## src/rtl/hp1349a_bus_rx_if.sv

```systemverilog
// HP1349A display-bus handshake plus the downstream FIFO write port.
// The master modport is the sending host and FIFO side; the slave modport is the receiver.
`timescale 1ns/1ps
interface hp1349a_bus_rx_if #(
  parameter int DATA_W = 15
);
  logic [DATA_W-1:0] DATA;
  logic              LDAV;
  logic              LRFD;
  logic              fifo_full;
  logic              fifo_write_en;
  logic [DATA_W:0]   fifo_write_data;

  modport master (
    output DATA, LDAV, fifo_full,
    input  LRFD, fifo_write_en, fifo_write_data
  );

  modport slave (
    input  DATA, LDAV, fifo_full,
    output LRFD, fifo_write_en, fifo_write_data
  );
endinterface

```

## src/rtl/hp1349a_bus_rx.sv

```systemverilog
// HP1349A bus receiver: LDAV/LRFD handshake with settle, release-timeout and hold phases.
// Each captured word is pushed to a FIFO, with an optional drop when the FIFO stays full.
`timescale 1ns/1ps
module hp1349a_bus_rx #(
  parameter int DATA_W       = 15,
  parameter int TMR_W        = 8,
  parameter int SETTLE_CYC   = 255,
  parameter int HOLD_CYC     = 255,
  parameter int LDAV_TO      = 255,
  parameter bit DROP_ON_FULL = 1'b0,
  parameter int FULL_TO      = 255
) (
  input  logic            clk,
  input  logic            rst,
  input  logic            en,
  hp1349a_bus_rx_if.slave bus,
  output logic            busy,
  output logic [15:0]     word_cnt,
  output logic [7:0]      to_cnt,
  output logic [7:0]      drop_cnt,
  output logic [2:0]      state
);

  typedef enum logic [2:0] {
    S_IDLE     = 3'd0,
    S_SETTLE   = 3'd1,
    S_WAIT_REL = 3'd2,
    S_HOLD     = 3'd3,
    S_CAPTURE  = 3'd4,
    S_PUSH     = 3'd5,
    S_DONE     = 3'd6
  } state_t;

  localparam logic [TMR_W-1:0] L_SETTLE  = TMR_W'(SETTLE_CYC);
  localparam logic [TMR_W-1:0] L_HOLD    = TMR_W'(HOLD_CYC);
  localparam logic [TMR_W-1:0] L_LDAV_TO = TMR_W'(LDAV_TO);
  localparam logic [TMR_W-1:0] L_FULL_TO = TMR_W'(FULL_TO);
  localparam logic [TMR_W-1:0] L_ONE     = TMR_W'(1);

  state_t            r_state;
  logic              r_ldav_m, r_ldav_s;
  logic              r_armed;
  logic              r_ack;
  logic              r_to_flag;
  logic              r_we;
  logic [DATA_W:0]   r_wdata;
  logic [TMR_W-1:0]  r_timer;
  logic [15:0]       r_word_cnt;
  logic [7:0]        r_to_cnt;
  logic [7:0]        r_drop_cnt;
  logic              w_timer_zero;

  assign w_timer_zero = (r_timer == '0);

  always_ff @(posedge clk or posedge rst) begin
    if (rst) begin
      r_state    <= S_IDLE;
      r_ldav_m   <= 1'b0;
      r_ldav_s   <= 1'b0;
      r_armed    <= 1'b0;
      r_ack      <= 1'b0;
      r_to_flag  <= 1'b0;
      r_we       <= 1'b0;
      r_wdata    <= '0;
      r_timer    <= '0;
      r_word_cnt <= '0;
      r_to_cnt   <= '0;
      r_drop_cnt <= '0;
    end else begin
      r_ldav_m <= bus.LDAV;
      r_ldav_s <= r_ldav_m;
      // NOTE: default-low here makes the write strobe a single-cycle pulse without a separate clear path.
      r_we     <= 1'b0;
      case (r_state)
        S_IDLE: begin
          if (!r_ldav_s) begin
            r_armed <= 1'b1;
          end else if (en && r_armed) begin
            r_ack   <= 1'b1;
            r_timer <= L_SETTLE;
            r_state <= S_SETTLE;
          end
        end
        S_SETTLE: begin
          if (w_timer_zero) begin
            r_timer <= L_LDAV_TO;
            r_state <= S_WAIT_REL;
          end else begin
            r_timer <= r_timer - L_ONE;
          end
        end
        S_WAIT_REL: begin
          if (!r_ldav_s) begin
            r_timer   <= L_HOLD;
            r_to_flag <= 1'b0;
            r_state   <= S_HOLD;
          end else if (w_timer_zero) begin
            r_timer   <= L_HOLD;
            r_to_flag <= 1'b1;
            r_to_cnt  <= (r_to_cnt == 8'hFF) ? r_to_cnt : r_to_cnt + 8'd1;
            r_state   <= S_HOLD;
          end else begin
            r_timer <= r_timer - L_ONE;
          end
        end
        S_HOLD: begin
          if (w_timer_zero) r_state <= S_CAPTURE;
          else              r_timer <= r_timer - L_ONE;
        end
        S_CAPTURE: begin
          // NOTE: DATA is deliberately unsynchronized; the hold phase guarantees it is stable here.
          r_wdata <= {r_to_flag, bus.DATA};
          r_ack   <= 1'b0;
          r_timer <= L_FULL_TO;
          r_state <= S_PUSH;
        end
        S_PUSH: begin
          if (!bus.fifo_full) begin
            r_we       <= 1'b1;
            r_word_cnt <= r_word_cnt + 16'd1;
            r_state    <= S_DONE;
          end else if (DROP_ON_FULL) begin
            if (w_timer_zero) begin
              r_drop_cnt <= (r_drop_cnt == 8'hFF) ? r_drop_cnt : r_drop_cnt + 8'd1;
              r_state    <= S_DONE;
            end else begin
              r_timer <= r_timer - L_ONE;
            end
          end
        end
        S_DONE: begin
          // A stuck-high LDAV must be seen low in IDLE before the next transfer may start.
          r_armed <= 1'b0;
          r_state <= S_IDLE;
        end
        default: r_state <= S_IDLE;
      endcase
    end
  end

  assign bus.LRFD            = ~r_ack;
  assign bus.fifo_write_en   = r_we;
  assign bus.fifo_write_data = r_wdata;
  assign busy                = (r_state != S_IDLE);
  assign word_cnt            = r_word_cnt;
  assign to_cnt              = r_to_cnt;
  assign drop_cnt            = r_drop_cnt;
  assign state               = r_state;

endmodule

```

## src/flat_wrapper.sv

```systemverilog
// flat-port wrapper written by rule: the top's interface ports become plain ports
module hp1349a_bus_rx_flat 
#(
  parameter int DATA_W       = 15,
  parameter int TMR_W        = 8,
  parameter int SETTLE_CYC   = 255,
  parameter int HOLD_CYC     = 255,
  parameter int LDAV_TO      = 255,
  parameter bit DROP_ON_FULL = 1'b0,
  parameter int FULL_TO      = 255
)
  (clk, rst, en, busy, word_cnt, to_cnt, drop_cnt, state, bus_DATA, bus_LDAV, bus_fifo_full, bus_LRFD, bus_fifo_write_en, bus_fifo_write_data);
  hp1349a_bus_rx_if #(.DATA_W(DATA_W)) bus_i ();
  input  logic clk;
  input  logic rst;
  input  logic en;
  output logic busy;
  output logic [15:0] word_cnt;
  output logic [7:0] to_cnt;
  output logic [7:0] drop_cnt;
  output logic [2:0] state;
  input wire logic [$bits(bus_i.DATA)-1:0] bus_DATA;
  input wire logic [$bits(bus_i.LDAV)-1:0] bus_LDAV;
  input wire logic [$bits(bus_i.fifo_full)-1:0] bus_fifo_full;
  output wire logic [$bits(bus_i.LRFD)-1:0] bus_LRFD;
  output wire logic [$bits(bus_i.fifo_write_en)-1:0] bus_fifo_write_en;
  output wire logic [$bits(bus_i.fifo_write_data)-1:0] bus_fifo_write_data;
  assign bus_i.DATA = bus_DATA;
  assign bus_i.LDAV = bus_LDAV;
  assign bus_i.fifo_full = bus_fifo_full;
  assign bus_LRFD = bus_i.LRFD;
  assign bus_fifo_write_en = bus_i.fifo_write_en;
  assign bus_fifo_write_data = bus_i.fifo_write_data;
  hp1349a_bus_rx #(.DATA_W(DATA_W), .TMR_W(TMR_W), .SETTLE_CYC(SETTLE_CYC), .HOLD_CYC(HOLD_CYC), .LDAV_TO(LDAV_TO), .DROP_ON_FULL(DROP_ON_FULL), .FULL_TO(FULL_TO)) u_core (.clk(clk), .rst(rst), .en(en), .bus(bus_i), .busy(busy), .word_cnt(word_cnt), .to_cnt(to_cnt), .drop_cnt(drop_cnt), .state(state));
endmodule
```

## config.mk

```make
export PLATFORM = sky130hd
export DESIGN_NAME = hp1349a_bus_rx_flat
export DESIGN_NICKNAME = d
export VERILOG_FILES = /design/src/rtl/hp1349a_bus_rx_if.sv /design/src/rtl/hp1349a_bus_rx.sv /design/src/flat_wrapper.sv
export SDC_FILE = /design/constraint.sdc
export NUM_CORES = 1
export LEC_CHECK = 0
export ABC_AREA = 0
export CORE_ASPECT_RATIO = 1.75
export CORE_MARGIN = 2
export CORE_UTILIZATION = 48
export CTS_CLUSTER_SIZE = 12
export DETAILED_ROUTE_END_ITERATION = 10
export HOLD_SLACK_MARGIN = 0.06
export PLACE_DENSITY_LB_ADDON = 0.2
export SLEW_MARGIN = 10
export SYNTH_ARGS = -nofsm -noshare
export SYNTH_HDL_FRONTEND = slang
export SYNTH_SLANG_ARGS = --single-unit
```

## constraint.sdc

```tcl
create_clock -name clk -period 2.2 [get_ports clk]
set_input_delay 0.22 -clock clk [delete_from_list [all_inputs] [get_ports clk]]
set_output_delay 0.22 -clock clk [all_outputs]
set_load 0.02 [all_outputs]
```

# After elaboration in Yosys (flattened, before gate mapping)
# Index checks and enable logic that the tools add are counted.
word_totals:
  n_memories: 0
  latch_bits: 0
  elab_cells: 70
  mem_bits_ro: 0
  ramBits: 0
  in_bits: 20
  register_bits: 57
classes:
  reduce_logical: 14
  div_mod_pow: 0
  mux: 23
  n_bitwise: 3
  magnitude_cmp: 0
  shifts: 0
  n_mul: 0
  n_eq_ne: 16
  n_addsub: 3
op_table:
  columns: ["operator", "n"]
  rows:
  - ["8-bit 2-to-1 mux", 5]
  - ["8-bit case mux with 5 select lines", 1]
  - ["3-bit 2-to-1 mux", 7]
  - ["3-bit case mux with 6 select lines", 1]
  - ["16-bit by 1-bit adder with 16-bit output, second input constant", 1]
  - ["3-bit equality test, second input constant", 3]
  - ["8-bit by 1-bit adder with 8-bit output, second input constant", 1]
  - ["8-bit equality test, second input constant", 1]
  - ["8-bit logical NOT", 1]
  - ["2-bit by 1-bit inequality test with 1-bit output, second input constant", 4]
  - ["2-bit inequality test, second input constant", 4]
  - ["4-bit AND reduction", 2]
  - ["8-bit by 1-bit subtractor with 8-bit output, second input constant", 1]
  - ["1-bit 2-to-1 mux", 7]
  - ["3-bit by 2-bit equality test with 1-bit output, second input constant", 2]
  - ["2-bit AND reduction", 3]
  - ["6-bit AND reduction", 1]
  - ["5-bit nonzero test", 1]
  - ["1-bit case mux with 2 select lines", 2]
  - ["2-bit nonzero test", 2]
  - ["3-bit by 1-bit equality test with 1-bit output, second input constant", 1]
  - ["3-bit logical NOT", 1]
  - ["3-bit inequality test, second input constant", 1]
  - ["1-bit inverter", 3]
  - ["other kinds (3)", 3]

# Longest topological paths before layout
depth:
  word_depth: 4
  depth_mapped: 7

# Worst setup path before layout
# OpenSTA, ideal clock, no wires.
synth_path:
  path_type: "register to register"
  startpoint: "register u_core.r_state[1], in the netlist u_core.state[1]"
  endpoint: "register u_core.r_timer[1]"
  t_arrival_ps: 1647
  path_slack_ps: 407
  required_time_ps: 2055
  path_stages_with_launch: 6
  path_buffers: 1
  setup_time_ps: 145
  path_cell_list: "dfrtp_1 > buf_6 > or3_1 > or2_2 > nand2_1 > a22oi_1"
synth_via:
  elab_chain_len: 3
  word_cells_on_any_way: 11
synth_rtl:
  columns: ["item", "line_no", "source"]
  rows:
  - ["from (decl)", "hp1349a_bus_rx.sv:40", "state_t r_state;"]
  - ["from (signal assigned)", "hp1349a_bus_rx.sv:57", "r_state <= S_IDLE;"]
  - ["from (signal assigned)", "hp1349a_bus_rx.sv:81", "r_state <= S_SETTLE;"]
  - ["from (signal assigned)", "hp1349a_bus_rx.sv:87", "r_state <= S_WAIT_REL;"]
  - ["3-bit equality test, or another cell as far along", "hp1349a_bus_rx.sv:74", "case (r_state)"]
  - ["5-bit nonzero test (no source line), or another cell as far along", null, null]
  - ["4-bit AND reduction (no source line)", null, null]
  - ["to (signal assigned)", "hp1349a_bus_rx.sv:89", "r_timer <= r_timer - L_ONE;"]
  - ["to (signal assigned)", "hp1349a_bus_rx.sv:103", "r_timer <= r_timer - L_ONE;"]
  - ["to (signal assigned)", "hp1349a_bus_rx.sv:108", "else r_timer <= r_timer - L_ONE;"]
  - ["to (decl)", "hp1349a_bus_rx.sv:47", "logic [TMR_W-1:0] r_timer;"]
# Parallel ways exist; a longest one is shown, timed or not.
# A chain may end at the register's enable or synchronous reset.

# Final worst setup path
layout_path:
  startpoint: "register u_core.r_state[1], in the netlist u_core.state[1]"
  endpoint: "output busy"
layout_via:
  elab_chain_len: 1
layout_rtl:
  columns: ["item", "line_no", "source"]
  rows:
  - ["3-bit nonzero test", "hp1349a_bus_rx.sv:144", "assign busy = (r_state != S_IDLE);"]
  - ["to (decl)", "flat_wrapper.sv:17", "output logic busy;"]
# No other way between the ends.

==> impl_metrics.toml <==
[drt]
via_per_inst = 5.42
routed.top_layer = "met4"
initialDrtViolationCount = 103
first_pass_iters = 4
finalWirelength_microns = 5700
drc = 0
met1Wirelength_microns = 2160
dr_total_vias = 2115
met3WireLength_microns = 283
antenna_left = 0
wl_per_cell_microns = 14.6
wl_met2_microns = 3080

[cts]
clk_pin_slew_ps = 60
post_cts_buffers = 0
root_buffer = "clkbuf_8"
ctsHoldBuffers = 0
clkLatencyLatePin_ps = 330
cts_tree = "done"
htreeDepth = 3
clockBufferDepth = 2
cts.sinks = 57
ctsResizeCount = 0
cts_buffers = 9

[timing]
finalMaxSlewViolations = 0
timing.fmax_mhz = 484
maxSlewHeadroom = 0.580
fin_setup_tns_ps = 0
fin_hold_ws_ps = 268
worst_pin_slew_ps = 626
finalCritPeriodShare = 0.939
period_minus_slack_ps = 2060
rsz0062_at_grt = "no"
hold_viol = 0
setup_viol = 0
clock_skew_ps = 5.84

[yosys]
yosysWarnings = 8
synth.avg_cell_area_sq_um = 11.5
syn_inst = 240
synthArstFlopShare = 1.00
synth_cell_types = 52
synth_area_leaders = "dfrtp_1 (52%), mux2_2 (6.9%), xnor2_1 (4.1%)"
synth_top_area_cell = "dfrtp_1"
synth_edf_count = 0
yosysSeqAreaShare = 0.515
syn_area_sq_um = 2770
ys_ff_latch = 57
synth_flop_cell = "dfrtp_1"
synth_top_area_share = 0.515

[finish]
syn_to_final_growth_pct = 32.1
diodes = 0
nNetsFinal = 334
fill_cells = 475
drive_above_1_share = 0.162

[floorplan]
pin_count = 74
dieArea_sq_um = 6410
rows = 36
start_util = 0.496
die_x_microns = 61.4
dieHeight_microns = 104
core_sq_um = 5590

[worst_setup_path]
cp.required_ps = 1980
end_kind = "output pin"
worstSetupPathType = "reg2out"
worstPathMaxFanout = 17
arrival_ps = 1840
rr_worst_depth = 6
crit_path_start_kind = "flop"

[grt]
grt_pass1_wl_microns = 9860
grt_max_degree = 58
grt_overflow = 0
grt_pass1_vias = 2150
antenna_found_initial = 0
grt.total_usage = 0.204

[pwr]
total_power_mw = 3.84
peakVddDrop_mv = 0.778
powerDensity_nw_per_um2 = 1050
p_leak_nw = 1.63

[run]
maxCapViolCount = 0

[placed_design]
dpl.hpwl_microns = 4150
port_buffers = 65
place.gp.congestion = 0.871

[status]
status = "finished clean"

[hold_path]
min_path_type = "in2async"
flip-flops by register name (all words and copies together) (netlist names):
name / count
u_core.r_timer: 8
u_core.state: 3
u_core.r_ack: 1
u_core.r_ldav_m: 1
u_core.r_ldav_s: 1
u_core.bus.fifo_write_en: 1
u_core.word_cnt: 16
u_core.to_cnt: 8
u_core.bus.fifo_write_data: 16
u_core.r_armed: 1
u_core.r_to_flag: 1
where the power goes:
| part | switching (mW) | total [mW] | internal [mW] |
|---|---|---|---|
| clock | 0.374 | 0.948 | 0.574 |
| sequential | 0.250 | 1.52 | 1.27 |
| combinational | 0.697 | 1.38 | 0.678 |
| total | 1.32 | 3.84 | 2.52 |
cell families after synthesis:
| kind of cell | after synthesis | synth area share |
|---|---|---|
| multiplexers | 18 | 0.0746 |
| XOR/XNOR | 21 | 0.0665 |
| buffers and inverters | 26 | 0.0579 |
| flip-flops | 57 | 0.515 |
| other | 1 | 0.00135 |
| AO/OA/AOI/OAI | 38 | 0.0972 |
| AND/OR/NAND/NOR | 75 | 0.169 |
| adder cells (fa/ha/maj) | 4 | 0.0181 |
stage by stage:
step	util	setup slack, ps	instance area [sq um]	cells
after global placement	0.619	326	3460	375
after detailed placement	0.619	277	3460	375
after floorplan	-	407	2790	247
after CTS	0.654	42.3	3650	390
final	0.655	135	3660	390
after global routing	0.655	26.5	3660	390
layer usage:
layer,track usage,vias to the layer above
met5,0,-
met4,0.103,0
met3,0.0634,15
met2,0.329,69
met1,0.232,1039
li1,-,992
critical path: stages, from the launching register on:
cell and delay [ps]:
dfrtp_1 540, or3_1 420, clkdlybuf4s50_1 550
layout make-up:
type	instances	area [sq um]	share of cell area
Sequential cell	57	1430	0.390
Multi-Input combinational cell	164	1210	0.330
Timing Repair Buffer	70	701	0.192
Clock buffer	12	155	0.0424
Tap cell	76	95.1	0.0260
Clock inverter	3	40.0	0.0110
Inverter	8	30.0	0.00821
synth_stat cells (all sizes together) (2+ instances only):
master / number
nand3: 7
nand4: 11
nor4: 3
nor2: 11
dfrtp: 57
a211o: 3
xnor2: 13
or3: 2
mux2: 18
o21ai: 6
buf: 14
and4: 2
o2bb2ai: 2
a21oi: 10
and2: 2
xor2: 8
clkbuf: 4
and3: 9
ha: 4
a211oi: 2
o31ai: 2
nor3: 12
o21a: 2
nand2: 10
inv: 8
worst paths after layout:
| check | start | to | slack (ps) |
|---|---|---|---|
| min in group clk | bus_LDAV | u_core.r_ldav_m$_DFF_PP0_ | 340 |
| max reg2reg | u_core.r_timer[0]$_DFFE_PP0P_ | u_core.to_cnt[1]$_DFFE_PP0P_ | 310 |
| min reg2reg | u_core.r_ldav_m$_DFF_PP0_ | u_core.r_ldav_s$_DFF_PP0_ | 350 |
| min | rst | u_core.to_cnt[5]$_DFFE_PP0P_ | 270 |
| max | u_core.state[1]$_DFFE_PP0P_ | busy | 140 |
| max in group asynchronous | rst | u_core.state[0]$_DFFE_PP0P_ | 1670 |
cell usage in the layout (no fill, tap or decap), types with 3 or more instances in the layout:
cell	Yosys	layout
a211o_2	3	3
a21oi_1	10	10
and3_1	8	8
buf_4	10	4
clkbuf_8	0	11
clkdlybuf4s50_1	0	65
conb_1	1	8
dfrtp_1	57	56
ha_1	4	4
inv_1	8	7
mux2_2	17	17
nand2_1	9	9
nand3_1	7	7
nand4_1	9	9
nor2_1	11	11
nor3_1	10	10
nor4_1	3	3
o21ai_0	6	6
xnor2_1	13	13
xor2_1	8	8
(Power assumes the default switching activity.)
